`config.mk`:
```
export PLATFORM = sky130hd
export DESIGN_NAME = ext_onehot_decoder
export DESIGN_NICKNAME = d
export VERILOG_FILES = /design/src/rtl/ext_onehot_decoder_pkg.sv /design/src/rtl/ext_onehot_decoder_base.sv /design/src/rtl/ext_onehot_decoder.sv
export SDC_FILE = /design/constraint.sdc
export NUM_CORES = 1
export LEC_CHECK = 0
export CAP_MARGIN = 10
export CORE_ASPECT_RATIO = 1.4
export CORE_MARGIN = 3
export CORE_UTILIZATION = 49
export DETAILED_ROUTE_END_ITERATION = 10
export PLACE_DENSITY_LB_ADDON = 0.12
export SLEW_MARGIN = 20
export SYNTH_ARGS = -nofsm -noshare
export SYNTH_HDL_FRONTEND = slang
export SYNTH_SLANG_ARGS = --single-unit
```
`constraint.sdc`:
```
create_clock -name clk -period 3 [get_ports clk]
set_clock_uncertainty 0.15 [all_clocks]
set_input_delay 0.9 -clock clk [delete_from_list [all_inputs] [get_ports clk]]
set_output_delay 0.9 -clock clk [all_outputs]
set_load 0.03 [all_outputs]
```
`src/rtl/ext_onehot_decoder_pkg.sv`:
```
// Shared types and constants for the one-hot kmer decoder.
// Optional feature macro: ERR_COUNTER_EN (adds err_count output).
package ext_onehot_decoder_pkg;

    localparam int BASE_LEN    = 2;
    localparam int ONE_HOT_LEN = 4;

    localparam int EXTENDER_OUT_PART_COUNT       = 2;
    localparam int KMER_LEN                      = 4;
    localparam int SORTER_EXTENDER_INDICES_COUNT = 4;

    localparam int PART_COUNT = EXTENDER_OUT_PART_COUNT;
    localparam int KMER_BASES = KMER_LEN;
    localparam int SEQ_COUNT  = SORTER_EXTENDER_INDICES_COUNT;

    localparam int PARTS_PER_KMER = KMER_BASES / PART_COUNT;

    localparam int PART_W    = PART_COUNT * ONE_HOT_LEN;
    localparam int PART_BITS = PART_COUNT * BASE_LEN;
    localparam int KMER_W    = KMER_BASES * BASE_LEN;
    localparam int SEQ_W     = $clog2(SEQ_COUNT);
    localparam int CNT_W     =
        (PARTS_PER_KMER > 1) ? $clog2(PARTS_PER_KMER) : 1;

    typedef logic [BASE_LEN-1:0]    base_t;
    typedef logic [KMER_W-1:0]      kmer_t;
    typedef logic [ONE_HOT_LEN-1:0] onehot_t;

    localparam onehot_t OH_A = 4'b0001;
    localparam onehot_t OH_C = 4'b0010;
    localparam onehot_t OH_G = 4'b0100;
    localparam onehot_t OH_T = 4'b1000;

    // Number of set bits in a per-slot invalid vector.
    function automatic logic [1:0] count_bad(
        input logic [PART_COUNT-1:0] v
    );
        logic [1:0] n;
        n = '0;
        for (int i = 0; i < PART_COUNT; i++) begin
            n = n + {1'b0, v[i]};
        end
        return n;
    endfunction

endpackage

```
`src/rtl/ext_onehot_decoder_base.sv`:
```
// Combinational decode of one one-hot slot to a 2-bit base.
// Zero or multi-hot codes map to A and raise invalid_o.
module onehot_base_decoder
    import ext_onehot_decoder_pkg::*;
(
    input  onehot_t slot_i,
    output base_t   base_o,
    output logic    invalid_o
);

    // Map each legal code to its base; anything else is an error.
    always_comb begin
        base_o    = '0;
        invalid_o = 1'b0;
        case (slot_i)
            OH_A:    base_o = 2'b00;
            OH_C:    base_o = 2'b01;
            OH_G:    base_o = 2'b10;
            OH_T:    base_o = 2'b11;
            default: invalid_o = 1'b1;
        endcase
    end

endmodule

```
`src/rtl/ext_onehot_decoder.sv`:
```
// Reassembles one-hot parts into kmers with seq tags and error flags.
// Optional feature macro: ERR_COUNTER_EN (adds err_count output).
module ext_onehot_decoder
    import ext_onehot_decoder_pkg::*;
(
    input  logic              clk,
    input  logic              rst,
    input  logic              in_valid,
    output logic              in_ready,
    input  logic [PART_W-1:0] in_part,
    input  logic              in_last,
    output logic              out_valid,
    input  logic              out_ready,
    output kmer_t             out_kmer,
    output logic [SEQ_W-1:0]  out_seq,
    output logic              out_err,
    output logic              out_last,
    output logic              frag_done
`ifdef ERR_COUNTER_EN
    ,
    output logic [7:0]        err_count
`endif
);

    localparam logic [CNT_W-1:0] LAST_CNT = CNT_W'(PARTS_PER_KMER - 1);
    localparam logic [SEQ_W-1:0] SEQ_MAX  = SEQ_W'(SEQ_COUNT - 1);

    base_t                 dec_base [PART_COUNT];
    logic [PART_COUNT-1:0] dec_bad;
    logic [PART_BITS-1:0]  part_bits;

    logic [CNT_W-1:0] part_cnt_q, part_cnt_d;
    kmer_t            acc_q, acc_d;
    logic             acc_err_q, acc_err_d;

    logic             out_valid_q, out_valid_d;
    kmer_t            out_kmer_q, out_kmer_d;
    logic [SEQ_W-1:0] seq_q, seq_d;
    logic             out_err_q, out_err_d;
    logic             out_last_q, out_last_d;
    logic             frag_done_q, frag_done_d;

    logic  completes, acc_fire, out_fire, emit, truncated;
    kmer_t acc_shift, emit_kmer;

    for (genvar g = 0; g < PART_COUNT; g++) begin : g_dec
        onehot_base_decoder u_dec (
            .slot_i    (in_part[g*ONE_HOT_LEN +: ONE_HOT_LEN]),
            .base_o    (dec_base[g]),
            .invalid_o (dec_bad[g])
        );
    end

    // Slot 0 is the earlier base, so it lands in the upper bits.
    always_comb begin
        part_bits = '0;
        for (int i = 0; i < PART_COUNT; i++) begin
            part_bits[PART_BITS-1-i*BASE_LEN -: BASE_LEN] = dec_base[i];
        end
    end

    assign completes = (part_cnt_q == LAST_CNT) || in_last;
    assign in_ready  = !(out_valid_q && !out_ready && in_valid && completes);
    assign acc_fire  = in_valid && in_ready;
    assign out_fire  = out_valid_q && out_ready;
    assign emit      = acc_fire && completes;
    assign truncated = (part_cnt_q != LAST_CNT);

    // Short kmers are left-aligned so missing bases pad as A.
    assign acc_shift = (acc_q << PART_BITS) | kmer_t'(part_bits);
    assign emit_kmer =
        acc_shift << (PART_BITS * int'(LAST_CNT - part_cnt_q));

    // Accumulator: gather parts, clear when a kmer is handed off.
    always_comb begin
        part_cnt_d = part_cnt_q;
        acc_d      = acc_q;
        acc_err_d  = acc_err_q;
        if (emit) begin
            part_cnt_d = '0;
            acc_d      = '0;
            acc_err_d  = 1'b0;
        end else if (acc_fire) begin
            part_cnt_d = part_cnt_q + CNT_W'(1);
            acc_d      = acc_shift;
            acc_err_d  = acc_err_q | (|dec_bad);
        end
    end

    // Output register: reload on emit, drop valid on a bare handshake.
    always_comb begin
        out_valid_d = out_valid_q;
        out_kmer_d  = out_kmer_q;
        out_err_d   = out_err_q;
        out_last_d  = out_last_q;
        seq_d       = seq_q;
        frag_done_d = out_fire && out_last_q;
        if (out_fire) begin
            out_valid_d = 1'b0;
            if (out_last_q || seq_q == SEQ_MAX) begin
                seq_d = '0;
            end else begin
                seq_d = seq_q + SEQ_W'(1);
            end
        end
        if (emit) begin
            out_valid_d = 1'b1;
            out_kmer_d  = emit_kmer;
            out_err_d   = acc_err_q | (|dec_bad) | truncated;
            out_last_d  = in_last;
        end
    end

    // State registers for accumulator, output and fragment pulse.
    always_ff @(posedge clk or posedge rst) begin
        if (rst) begin
            part_cnt_q  <= '0;
            acc_q       <= '0;
            acc_err_q   <= 1'b0;
            out_valid_q <= 1'b0;
            out_kmer_q  <= '0;
            out_err_q   <= 1'b0;
            out_last_q  <= 1'b0;
            seq_q       <= '0;
            frag_done_q <= 1'b0;
        end else begin
            part_cnt_q  <= part_cnt_d;
            acc_q       <= acc_d;
            acc_err_q   <= acc_err_d;
            out_valid_q <= out_valid_d;
            out_kmer_q  <= out_kmer_d;
            out_err_q   <= out_err_d;
            out_last_q  <= out_last_d;
            seq_q       <= seq_d;
            frag_done_q <= frag_done_d;
        end
    end

    assign out_valid = out_valid_q;
    assign out_kmer  = out_kmer_q;
    assign out_seq   = seq_q;
    assign out_err   = out_err_q;
    assign out_last  = out_last_q;
    assign frag_done = frag_done_q;

`ifdef ERR_COUNTER_EN
    logic [7:0] err_cnt_q, err_cnt_d;
    logic [8:0] err_sum;

    assign err_sum = {1'b0, err_cnt_q} + 9'(count_bad(dec_bad));

    // Count invalid one-hot codes on accepted parts, saturating.
    always_comb begin
        err_cnt_d = err_cnt_q;
        if (acc_fire) begin
            err_cnt_d = err_sum[8] ? 8'hFF : err_sum[7:0];
        end
    end

    // Error counter register, cleared only by reset.
    always_ff @(posedge clk or posedge rst) begin
        if (rst) begin
            err_cnt_q <= '0;
        end else begin
            err_cnt_q <= err_cnt_d;
        end
    end

    assign err_count = err_cnt_q;
`endif

endmodule

```
==> results.yml <==
clock_network:
  cts_buffer_depth: 2
  clk_transition_reported_paths_ns: 0.11
  cts_resized: 0
  root_driver: "sky130_fd_sc_hd__clkbuf_4"
  post_cts_buffers: 0
  cts_tree: "built"
  h_tree_lvls: 1
  cts_sinks: 20
  cts_made_buffers: 3
  cts.hold.buffers_added: 0
  worst_skew_pair_later_pin_latency_ns: 0.29
timing:
  rsz_0062_raised_after_global_routing: "false"
  fmaxAchievable_ghz: 0.3442
  hold_vio_cnt_final: 0
  post-route-min-period_ns: 2.906
  final-max-slew-violation-count: 0
  fin_worst_hold_slack_ns: 0.3423
  timing_worst_slew_pin_value_ns: 0.7414
  setup_viol_count_final: 0
  setup_slack_ns: 0.09436
  min_period_over_period: 0.9685
  timing.max_slew.rel_slack: 0.5052
  setup-tns-final_ns: 0
critical_path:
  critical_path_arrival_ns: 1.86
  regToRegEndpoint: "out_err"
  worst-r2r-setup-slack_ns: 1.29
  criticalPathCategory: "in2out"
  worst_setup_path_end_kind: "primary output"
  timing.reg2reg.worst_path_depth: 4
  worstPathRequired_ns: 1.95
  r2r-start: "part_cnt_q"
  cp_max_fo: 4
  crit_path_start_kind: "primary input"
logic_synthesis:
  syn_avg_cell_area_sq_um: 10.75
  post_synth_mux_area_share: 0.06905
  count_of_mapped_cells_out_of_synthesis: 91
  synth_compound_gate_area_share: 0.1598
  net_count_of_the_mapped_netlist: 105
  ys_ff_latch: 20
  netlist_area_sq_um: 978.4
  yosysSeqAreaShare: 0.5115
  ys_types: 28
  share_of_synthesized_cell_area_in_and_or_nand_and_nor_gates: 0.1841
  yosys_warnings: 0
  combinational_family_with_the_most_area_after_synthesis: "simple AND/OR/NAND/NOR gates"
  synthAdderAreaFrac: 0.01279
  yosys.area_share.xor_xnor: 0.03581
place:
  portBuffers: 27
  detailedPlace.worstSlack_ns: 0.1054
  placer_congestion_estimate: 0.7603
  hpwl_um: 1487
  total_instance_count_after_detailed_placement: 136
detailed_routing:
  route.detailed.vias_per_inst: 5.621
  antenna_left: 0
  first_pass_iters: 4
  drc: 0
  drt-wirelength-per-cell_um: 13.92
  route.vias.total: 787
  postRouteWirelength_um: 1949
  drt_iter0_drc: 11
floorplanning:
  floorplan.io_pins: 28
  core.rowCount: 18
  fp.dieH_um: 58.87
  floorplan.initialDensity: 0.5364
  die_x_um: 43.77
  fp.dieArea_sq_um: 2576
  core_sq_um: 1824
global_routing:
  grt_busiest_layer: "met2"
  grt_util_met1: 0.2102
  grt_remaining_overflow: 0
  grt_use_met2: 0.2729
  grt_usage: 0.1689
  use_met3: 0.03058
  first_global_vias: 718
  grt_first_pass_wirelength_um: 3187
  largest_net_degree_at_the_start_of_global_routing: 21
  grt_antenna_before_repair: 0
cells_and_area:
  antennaDiodeCount: 0
  fillers: 140
  stdcell_count: 140
  area_delta_synth_final_pct: 32.48
  layout-drive-gt1-share: 0.1583
  multiInputGateArea_sq_um: 451.7
  ff_latch_area_sq_um: 500.5
  nets: 135
worst_hold_path:
  min_delay_worst_endpoint: "acc_q[3]"
  worst_hold_path.num_cells: 2
  hold_path_class: "reg2reg"
  min-delay-start: "acc_q[3]"
status:
  outcome: "completed"
power:
  ir_worst_vdd_uv: 336.1
  leakagePower_nw: 0.5586
  power_per_cell_area_nw_per_um2: 557.9
  report.power.total_mw: 0.7232
run:
  drv_cap: 0
-- layout make-up --
type / instances / share of cell area
flip-flops and latches: 20 / 0.3861
multi-input cells: 66 / 0.3485
repair buffers: 28 / 0.2124
clock buffers: 4 / 0.02799
well taps: 20 / 0.01931
inverters: 2 / 0.005792
-- stage by stage --
step	utilization	area, sq um
after CTS	0.7106	1296
after global routing	0.7106	1296
after floorplan	-	978.4
after detailed placement	0.6907	1260
after global placement	0.6907	1260
final	0.7106	1296
-- worst max path at each step --
stage	startpoint	end	slack (ns)	cells after the start
CTS	in_valid	in_ready	0.10	4
floorplan	out_ready	in_ready	0.53	2
detailed placement	in_valid	in_ready	0.11	4
global placement	in_valid	in_ready	0.13	4
finish	in_valid	in_ready	0.09	4
global route	in_valid	in_ready	0.07	4
-- logic make-up after synthesis --
| kind of cell | count (synthesis) |
|---|---|
| buffers and inverters | 5 |
| AO/OA/AOI/OAI | 21 |
| adder cells (fa/ha/maj) | 1 |
| AND/OR/NAND/NOR | 34 |
| multiplexers | 6 |
| flip-flops | 20 |
| XOR/XNOR | 4 |
-- cell usage in the layout, fill, tap and decap left out, types with 2 or more instances in the layout --
cell	Yosys	layout
sky130_fd_sc_hd__o21ai_2	2	2
sky130_fd_sc_hd__o21ai_0	6	6
sky130_fd_sc_hd__nor4b_1	3	3
sky130_fd_sc_hd__nor2_1	7	7
sky130_fd_sc_hd__dfrtp_1	20	20
sky130_fd_sc_hd__mux2_2	5	5
sky130_fd_sc_hd__nand2_1	15	15
sky130_fd_sc_hd__a22o_1	5	5
sky130_fd_sc_hd__o21ai_1	3	3
sky130_fd_sc_hd__or3_4	2	2
sky130_fd_sc_hd__nand2b_1	2	2
sky130_fd_sc_hd__clkbuf_4	0	3
sky130_fd_sc_hd__buf_4	2	2
sky130_fd_sc_hd__clkdlybuf4s50_1	0	26
sky130_fd_sc_hd__xnor2_1	3	3
sky130_fd_sc_hd__inv_1	2	2
-- registers in the layout, indices dropped and copies added (netlist names) --
register / cells
out_valid: 1
out_err: 1
acc_q: 4
out_kmer: 8
frag_done: 1
out_seq: 2
acc_err_q: 1
out_last: 1
part_cnt_q: 1
-- power breakdown --
part	switching, mW	internal (mW)
clock	0.0776	0.0740
combinational	0.125	0.109
sequential	0.0329	0.306
total	0.235	0.488
-- worst max-delay path, cell delays in order --
cell	delay, ns
sky130_fd_sc_hd__clkdlybuf4s50_1	0.53
sky130_fd_sc_hd__o21a_2	0.20
sky130_fd_sc_hd__nand2b_1	0.06
sky130_fd_sc_hd__buf_4	0.16
-- routing by layer --
metal  vias to the layer above  part of all wire
li1                        384                 -
met1                       376              0.42
met2                        23              0.52
met3                         4             0.055
met4                         0             0.012
met5                         -                 0
-- synth_stat cells --
cell                       number  area, sq um
sky130_fd_sc_hd__a21oi_2        1        8.760
sky130_fd_sc_hd__nand2_4        1        11.26
sky130_fd_sc_hd__a22o_1         5        43.79
sky130_fd_sc_hd__nor4b_1        3        26.28
sky130_fd_sc_hd__a21oi_1        1        5.000
sky130_fd_sc_hd__xnor2_1        3        26.28
sky130_fd_sc_hd__mux2_1         1        11.26
sky130_fd_sc_hd__clkbuf_1       1        3.750
sky130_fd_sc_hd__nor3_1         1        5.000
sky130_fd_sc_hd__mux2_2         5        56.30
sky130_fd_sc_hd__o21ai_2        2        17.52
sky130_fd_sc_hd__xor2_1         1        8.760
sky130_fd_sc_hd__or3_4          2        22.52
sky130_fd_sc_hd__inv_1          2        7.510
sky130_fd_sc_hd__or3_1          1        6.260
sky130_fd_sc_hd__dfrtp_1       20        500.5
sky130_fd_sc_hd__a31oi_1        1        6.260
sky130_fd_sc_hd__nand2b_1       2        12.51
sky130_fd_sc_hd__nor3b_1        1        7.510
sky130_fd_sc_hd__and3_1         1        6.260
sky130_fd_sc_hd__ha_1           1        12.51
sky130_fd_sc_hd__o21ai_0        6        30.03
sky130_fd_sc_hd__a22oi_4        1        21.27
sky130_fd_sc_hd__nor2_1         7        26.28
sky130_fd_sc_hd__buf_4          2        15.01
sky130_fd_sc_hd__o21ai_1        3        15.01
sky130_fd_sc_hd__nand2_1       15        56.30
sky130_fd_sc_hd__o21a_2         1        8.760
Note: power is estimated with default switching activity, not from simulation.
